$ cat config.mk
export PLATFORM = sky130hd
export DESIGN_NAME = ifu_fetch_line_buffer
export DESIGN_NICKNAME = d
export VERILOG_FILES = /design/src/rtl/ifu_pkg.sv /design/src/rtl/ifu_line_slicer.sv /design/src/rtl/ifu_fetch_line_buffer.sv
export SDC_FILE = /design/constraint.sdc
export NUM_CORES = 1
export LEC_CHECK = 0
export ABC_AREA = 1
export BUFFER_PORTS_ARGS = -buffer_cell sky130_fd_sc_hd__buf_4
export CAP_MARGIN = 20
export CORE_MARGIN = 2
export CORE_UTILIZATION = 55
export CTS_BUF_LIST = sky130_fd_sc_hd__clkbuf_4 sky130_fd_sc_hd__clkbuf_8
export DETAILED_ROUTE_END_ITERATION = 8
export PLACE_DENSITY_LB_ADDON = 0.3
export SETUP_SLACK_MARGIN = 0.05
export SLEW_MARGIN = 20
export SYNTH_ARGS = -nofsm -noshare
export SYNTH_HDL_FRONTEND = slang
export SYNTH_SLANG_ARGS = --single-unit
$ cat constraint.sdc
create_clock -name clk -period 1.95 [get_ports clk]
set_clock_uncertainty 0.1 [all_clocks]
set_input_delay 0.585 -clock clk [delete_from_list [all_inputs] [get_ports clk]]
set_output_delay 0.585 -clock clk [all_outputs]
set_load 0.005 [all_outputs]
$ cat src/rtl/ifu_pkg.sv
// Shared IFU fetch constants, fetch FSM encoding and the next-line PA helper.
package ifu_pkg;
  localparam int PA_W           = 34;
  localparam int LINE_W         = 256;
  localparam int INST_W         = 32;
  localparam int INSTS_PER_LINE = 8;
  localparam int OFF_W          = 5;
  localparam int SLOT_W         = 3;
  localparam int BASE_W         = PA_W - OFF_W;

  typedef enum logic [1:0] {REQ, WAIT, DRAIN} fstate_e;

  // Next sequential line; the line base wraps mod 2^BASE_W.
  function automatic logic [PA_W-1:0] line_next_pa(input logic [PA_W-1:0] pa);
    logic [BASE_W-1:0] nb;
    nb = pa[PA_W-1:OFF_W] + BASE_W'(1);
    return {nb, {OFF_W{1'b0}}};
  endfunction
endpackage

$ cat src/rtl/ifu_line_slicer.sv
// Line entry storage (1 or 2 entries) and the 8:1 instruction select.
module ifu_line_slicer
  import ifu_pkg::*;
#(
  parameter int NUM_ENT = 1
) (
  input  logic              clk,
  input  logic              rstn,
  input  logic              we,
  input  logic              wsel,
  input  logic [LINE_W-1:0] line,
  input  logic              rsel,
  input  logic [SLOT_W-1:0] ptr,
  output logic [INST_W-1:0] inst
);
  logic [NUM_ENT-1:0][INSTS_PER_LINE-1:0][INST_W-1:0] ent_q;

  always_ff @(posedge clk or negedge rstn) begin
    if (!rstn) begin
      ent_q <= '0;
    end else begin
      for (int e = 0; e < NUM_ENT; e++)
        if (we && wsel == e[0]) ent_q[e] <= line;
    end
  end

  assign inst = ent_q[rsel][ptr];
endmodule

$ cat src/rtl/ifu_fetch_line_buffer.sv
// Fetch line buffer: requests lines from the Icache, buffers them and feeds decode
// one 32b instruction per transfer. Define IFU_PREFETCH_EN for a ping-pong second entry.
module ifu_fetch_line_buffer
  import ifu_pkg::*;
#(
  parameter logic [PA_W-1:0] RESET_PA = '0
) (
  input  logic              clk,
  input  logic              rstn,
  output logic              o_fetch_valid,
  input  logic              i_fetch_ready,
  output logic [PA_W-1:0]   o_fetch_pa_34,
  input  logic              i_line_valid,
  input  logic [LINE_W-1:0] i_line_32B,
  output logic              o_inst_valid,
  input  logic              i_inst_ready,
  output logic [INST_W-1:0] o_inst_32,
  output logic [PA_W-1:0]   o_inst_pa_34,
  input  logic              i_redirect,
  input  logic [PA_W-1:0]   i_redirect_pa_34,
  output logic              o_busy
);
`ifdef IFU_PREFETCH_EN
  localparam int NENT = 2;
`else
  localparam int NENT = 1;
`endif

  function automatic logic flip(input logic s);
    return (NENT == 2) ? ~s : s;
  endfunction

  fstate_e                      state_q, state_d;
  logic [PA_W-1:0]              r_pa, pa_d;
  logic                         r_drop, drop_d;
  logic                         r_live;
  logic [NENT-1:0]              vld_q, vld_d;
  logic                         rd_q, rd_d, wr_q, wr_d;
  logic [SLOT_W-1:0]            ptr_q, ptr_d;
  logic [NENT-1:0][BASE_W-1:0]  base_q;
  logic [NENT-1:0][SLOT_W-1:0]  off_q;
  logic                         fetch_xfer, inst_xfer, line_take;
  logic [PA_W-1:0]              redir_pa;

  // r_live keeps o_fetch_valid low while reset is asserted.
  assign o_fetch_valid = r_live && (state_q == REQ);
  assign o_fetch_pa_34 = r_pa;
  assign o_inst_valid  = vld_q[rd_q];
  assign o_inst_pa_34  = {base_q[rd_q], ptr_q, 2'b00};
  assign o_busy        = (state_q == WAIT) || (|vld_q);

  assign fetch_xfer = o_fetch_valid && i_fetch_ready;
  assign inst_xfer  = o_inst_valid && i_inst_ready;
  assign line_take  = (state_q == WAIT) && i_line_valid && !r_drop && !i_redirect;
  assign redir_pa   = i_redirect_pa_34 & ~PA_W'(3);

  // Drain side: entry valid bits, read/write entry selects, slot pointer.
  always_comb begin
    vld_d = vld_q;
    rd_d  = rd_q;
    wr_d  = wr_q;
    ptr_d = ptr_q;
    if (inst_xfer) begin
      ptr_d = ptr_q + SLOT_W'(1);
      if (ptr_q == '1) begin
        vld_d[rd_q] = 1'b0;
        rd_d        = flip(rd_q);
        ptr_d       = off_q[flip(rd_q)];
      end
    end
    if (line_take) begin
      vld_d[wr_q] = 1'b1;
      wr_d        = flip(wr_q);
      // Entry becomes the read entry this cycle: start at the fetched slot.
      if (wr_q == rd_d) ptr_d = r_pa[OFF_W-1:2];
    end
    if (i_redirect) begin
      vld_d = '0;
      rd_d  = 1'b0;
      wr_d  = 1'b0;
    end
  end

  // Fetch side: REQ requests when the write entry will be free, DRAIN idles until it is.
  always_comb begin
    state_d = state_q;
    pa_d    = r_pa;
    drop_d  = r_drop;
    unique case (state_q)
      REQ:   if (fetch_xfer) state_d = WAIT;
      WAIT:  if (i_line_valid) begin
               if (r_drop) begin
                 drop_d  = 1'b0;
                 state_d = REQ;
               end else begin
                 pa_d    = line_next_pa(r_pa);
                 state_d = vld_d[wr_d] ? DRAIN : REQ;
               end
             end
      DRAIN: if (!vld_d[wr_d]) state_d = REQ;
      default: state_d = REQ;
    endcase
    if (i_redirect) begin
      pa_d = redir_pa;
      // A line still owed by the Icache must be swallowed before re-requesting.
      if ((state_q == WAIT && !i_line_valid) || (state_q == REQ && fetch_xfer)) begin
        drop_d  = 1'b1;
        state_d = WAIT;
      end else begin
        drop_d  = 1'b0;
        state_d = REQ;
      end
    end
  end

  always_ff @(posedge clk or negedge rstn) begin
    if (!rstn) begin
      state_q <= REQ;
      r_pa    <= RESET_PA;
      r_drop  <= 1'b0;
      r_live  <= 1'b0;
      vld_q   <= '0;
      rd_q    <= 1'b0;
      wr_q    <= 1'b0;
      ptr_q   <= '0;
      base_q  <= '0;
      off_q   <= '0;
    end else begin
      state_q <= state_d;
      r_pa    <= pa_d;
      r_drop  <= drop_d;
      r_live  <= 1'b1;
      vld_q   <= vld_d;
      rd_q    <= rd_d;
      wr_q    <= wr_d;
      ptr_q   <= ptr_d;
      if (line_take) begin
        base_q[wr_q] <= r_pa[PA_W-1:OFF_W];
        off_q[wr_q]  <= r_pa[OFF_W-1:2];
      end
    end
  end

  always_ff @(posedge clk) begin
    if (rstn && i_line_valid)
      assert (state_q == WAIT)
        else $error("ifu_fetch_line_buffer: line returned with no request outstanding");
  end

  ifu_line_slicer #(.NUM_ENT(NENT)) u_slicer (
    .clk  (clk),
    .rstn (rstn),
    .we   (line_take),
    .wsel (wr_q),
    .line (i_line_32B),
    .rsel (rd_q),
    .ptr  (ptr_q),
    .inst (o_inst_32)
  );
endmodule

==> flow_summary.ini <==
[status]
outcome = complete, but fails checks
violations = setup timing

[die]
ios = 399
die_w_um = 171.5
die_y_um = 171.5
fp-row-count = 61
start_util = 0.5567
coreArea_um2 = 27710
dieArea_um2 = 29400

[cells_and_area]
drive_above_1_share = 0.3049
layout.cells.non_filler = 2832
fin_nets = 2710
final_util = 0.7996
synthToLayoutAreaGrowth_pct = 43.62
fill_cells = 1779

[worst_setup_path]
end_kind = output port
crit_type = reg -> out
slowest_delay_ns = 0.49
critPathMaxFanout = 15
path_delay_family = buffers and inverters
crit_chain = inv_6, bufbuf_16, a21oi_1, o21ai_0, nand2_1, nor2_1, a31oi_1, buf_4
critical_path_required_ns = 1.26
slowest_stage = dfrtp_4
worst-endpoint-arrival_ns = 2.24
cp-start-kind = flop
critPathBufInv = 3

[worst_hold_path]
hold_class = in -> reg

[logic_synthesis]
synthDistinctLibCells = 35
netlist_area_um2 = 15420
avgSynthCellArea_um2 = 7.910
ys_ff_latch = 328
netlist_instances = 1950
yosysWarnings = 0
yosysSeqAreaShare = 0.5321

[sta]
slew_violations = 0
tns_ns = -27.77
slew_headroom = 0.6528
fin_crit_ns = 2.925
max_freq_mhz = 341.9
finalHoldViolCount = 0
hold_ws_ns = 0.09414
fin_crit_sh = 1.500
rsz0062_at_grt = true
worst_slack_ns = -0.9749
setup-violations-final = 37
tightest_slew_ns = 0.5197

[flow_run]
drv_cap = 0

[global_routing]
gr-total-overflow = 0
grt_pass1_vias = 14748
antenna_found_initial = 1
grt_max_degree = 73
grt_pass1_wl_um = 75520
grt_util_all_layers = 0.3274

[place]
portBuffers = 392
dp_hpwl_um = 33490
placed_cells = 2669
place.gp.congestion = 0.9388

[routing]
firstDrtPassIters = 9
wl_per_cell_um = 19.82
ant_nets = 0
drcViolationCount = 0
wirelength_um = 56120
via_count = 16246
dr.first_iter.drc_count = 1890
vias_per_cell = 5.737

[clock_tree]
clock_sinks = 328
clk-insertion-delay-late_ns = 0.57
clock_path_buffers = 3
cts-buffers-inserted = 55
tritoncts = yes
h-tree-depth = 2
clk_pin_slew_ns = 0.07
cts_root_buf = clkbuf_8

[power]
p_leak_nw = 11.16
power_density_nw_per_um2 = 1338
vdd_drop_max_v = 0.0007330
[flip-flops by register name (all words and copies together) (netlist names)]
| name | count |
|---|---|
| base_q | 29 |
| o_fetch_pa_34 | 32 |
| off_q | 3 |
| ptr_q | 3 |
| r_drop | 1 |
| r_live | 1 |
| state_q | 2 |
| u_slicer.ent_q | 256 |
| vld_q | 1 |
[worst register-to-register path: stages, from the launching register on]
cell	delay [ns]
dfrtp_4	0.54
buf_4	0.17
clkbuf_16	0.21
ha_4	0.22
ha_4	0.21
mux2i_1	0.12
o21ai_1	0.10
a21oi_1	0.13
inv_1	0.05
[routing by layer]
metal,wire length (um),global-route usage
met1,20200,0.4263
met2,26920,0.5238
met3,6266,0.07593
met4,2734,0.1481
met5,0,0
[synth_stat cells]
cell      number  area share
a21oi_1      137       0.044
a22o_1         2      0.0011
a22oi_1       16      0.0078
a31oi_1       33       0.013
buf_1         11      0.0027
buf_2         54       0.018
buf_4         21       0.010
buf_6          6      0.0044
clkbuf_1      34      0.0083
conb_1         2     0.00049
dfrtp_1      328        0.53
ha_1           3      0.0024
inv_1        177       0.043
inv_2          4     0.00097
mux2i_1        1     0.00065
nand2_1      673        0.16
nand2_2        2     0.00081
nand2_4        1     0.00073
nand3_1       39       0.013
nand3_4        1      0.0011
nand4_1        8      0.0032
nor2_1        75       0.018
nor2_2         4      0.0016
nor2_4         2      0.0015
nor3_1         7      0.0023
nor3b_1        2     0.00097
o211ai_1       5      0.0024
o21a_1         4      0.0019
o21ai_0      269       0.087
o21ai_1       18      0.0058
o22ai_1        1     0.00041
o31ai_1        1     0.00049
o41ai_1        1     0.00057
xnor2_1        1     0.00057
xor2_1         7      0.0040
[repair_timing]
action                                  in CTS  in global routing
pin swaps                                    7                 25
gates resized for setup                     28                213
endpoints found under the setup margin      47                135
endpoints found under the hold margin       29                  0
hold buffers                                 1                  0
buffers inserted                             4                 14
gates cloned                                 2                 42
[stage by stage]
step	area, um^2	total power, mW	worst slack, ns
after global placement	19200	20.66	-0.2711
after floorplan	15460	16.20	0.04627
after global routing	22150	31.27	-1.032
after detailed placement	19200	21.10	-0.2964
after CTS	20610	28.23	-0.8925
final	22150	29.65	-0.9749
[power breakdown]
part	switching [mW]	internal (mW)	leakage (nW)	total, mW
logic	6.73	5.43	6.47	12.2
registers	1.35	9.35	4.03	10.7
clock network	2.86	3.93	0.656	6.79
[worst paths after layout]
kind                       slack, ns                  end                 from  cells after the start
setup / recovery               -0.97        o_inst_32[10]             ptr_q[0]                      8
hold / removal                  0.09    u_slicer.ent_q[6]        i_line_32B[6]                      3
setup reg to reg               -0.01             ptr_q[2]             ptr_q[0]                      8
max in group asynchronous       0.63  u_slicer.ent_q[250]                 rstn                      3
hold reg to reg                 0.37  u_slicer.ent_q[133]  u_slicer.ent_q[133]                      2
min in group asynchronous       0.40  u_slicer.ent_q[168]                 rstn                      2
[cell type report]
type,instances,area (um^2),share of cell area
clock inverter,4,47.55,0.002146
tap,378,473.0,0.02135
timing repair buffer,525,5243,0.2367
inverter,181,715.7,0.03231
clock buffer,95,1189,0.05366
antenna,1,2.502,0.0001130
sequential,328,8233,0.3716
multi-input combinational,1318,6203,0.2800
timing repair inverter,2,46.29,0.002090
[layout by cell type, fill, tap and decap left out, drive strengths merged, types with 2 or more instances in the layout]
cell,n
nand2,676
a22o,2
nor3,7
ha,3
o21a,4
xor2,7
a21oi,137
nand3,40
clkinv,5
a22oi,16
conb,5
a31oi,33
buf,488
nor2,81
o211ai,5
nand4,8
bufbuf,2
clkbuf,129
dfrtp,328
nor3b,2
inv,180
o21ai,287
[logic make-up after synthesis]
group / after synthesis / share of synthesized area
other: 2 / 0.0004869
and+or+nand+nor: 814 / 0.2069
muxes: 1 / 0.0006490
adders and majority gates: 3 / 0.002434
AOI/OAI and AO/OA: 487 / 0.1657
DFF: 328 / 0.5321
xor gates and xnor gates: 8 / 0.004543
buffers and inverters: 307 / 0.08712
Power figures use the tool's default switching activity.
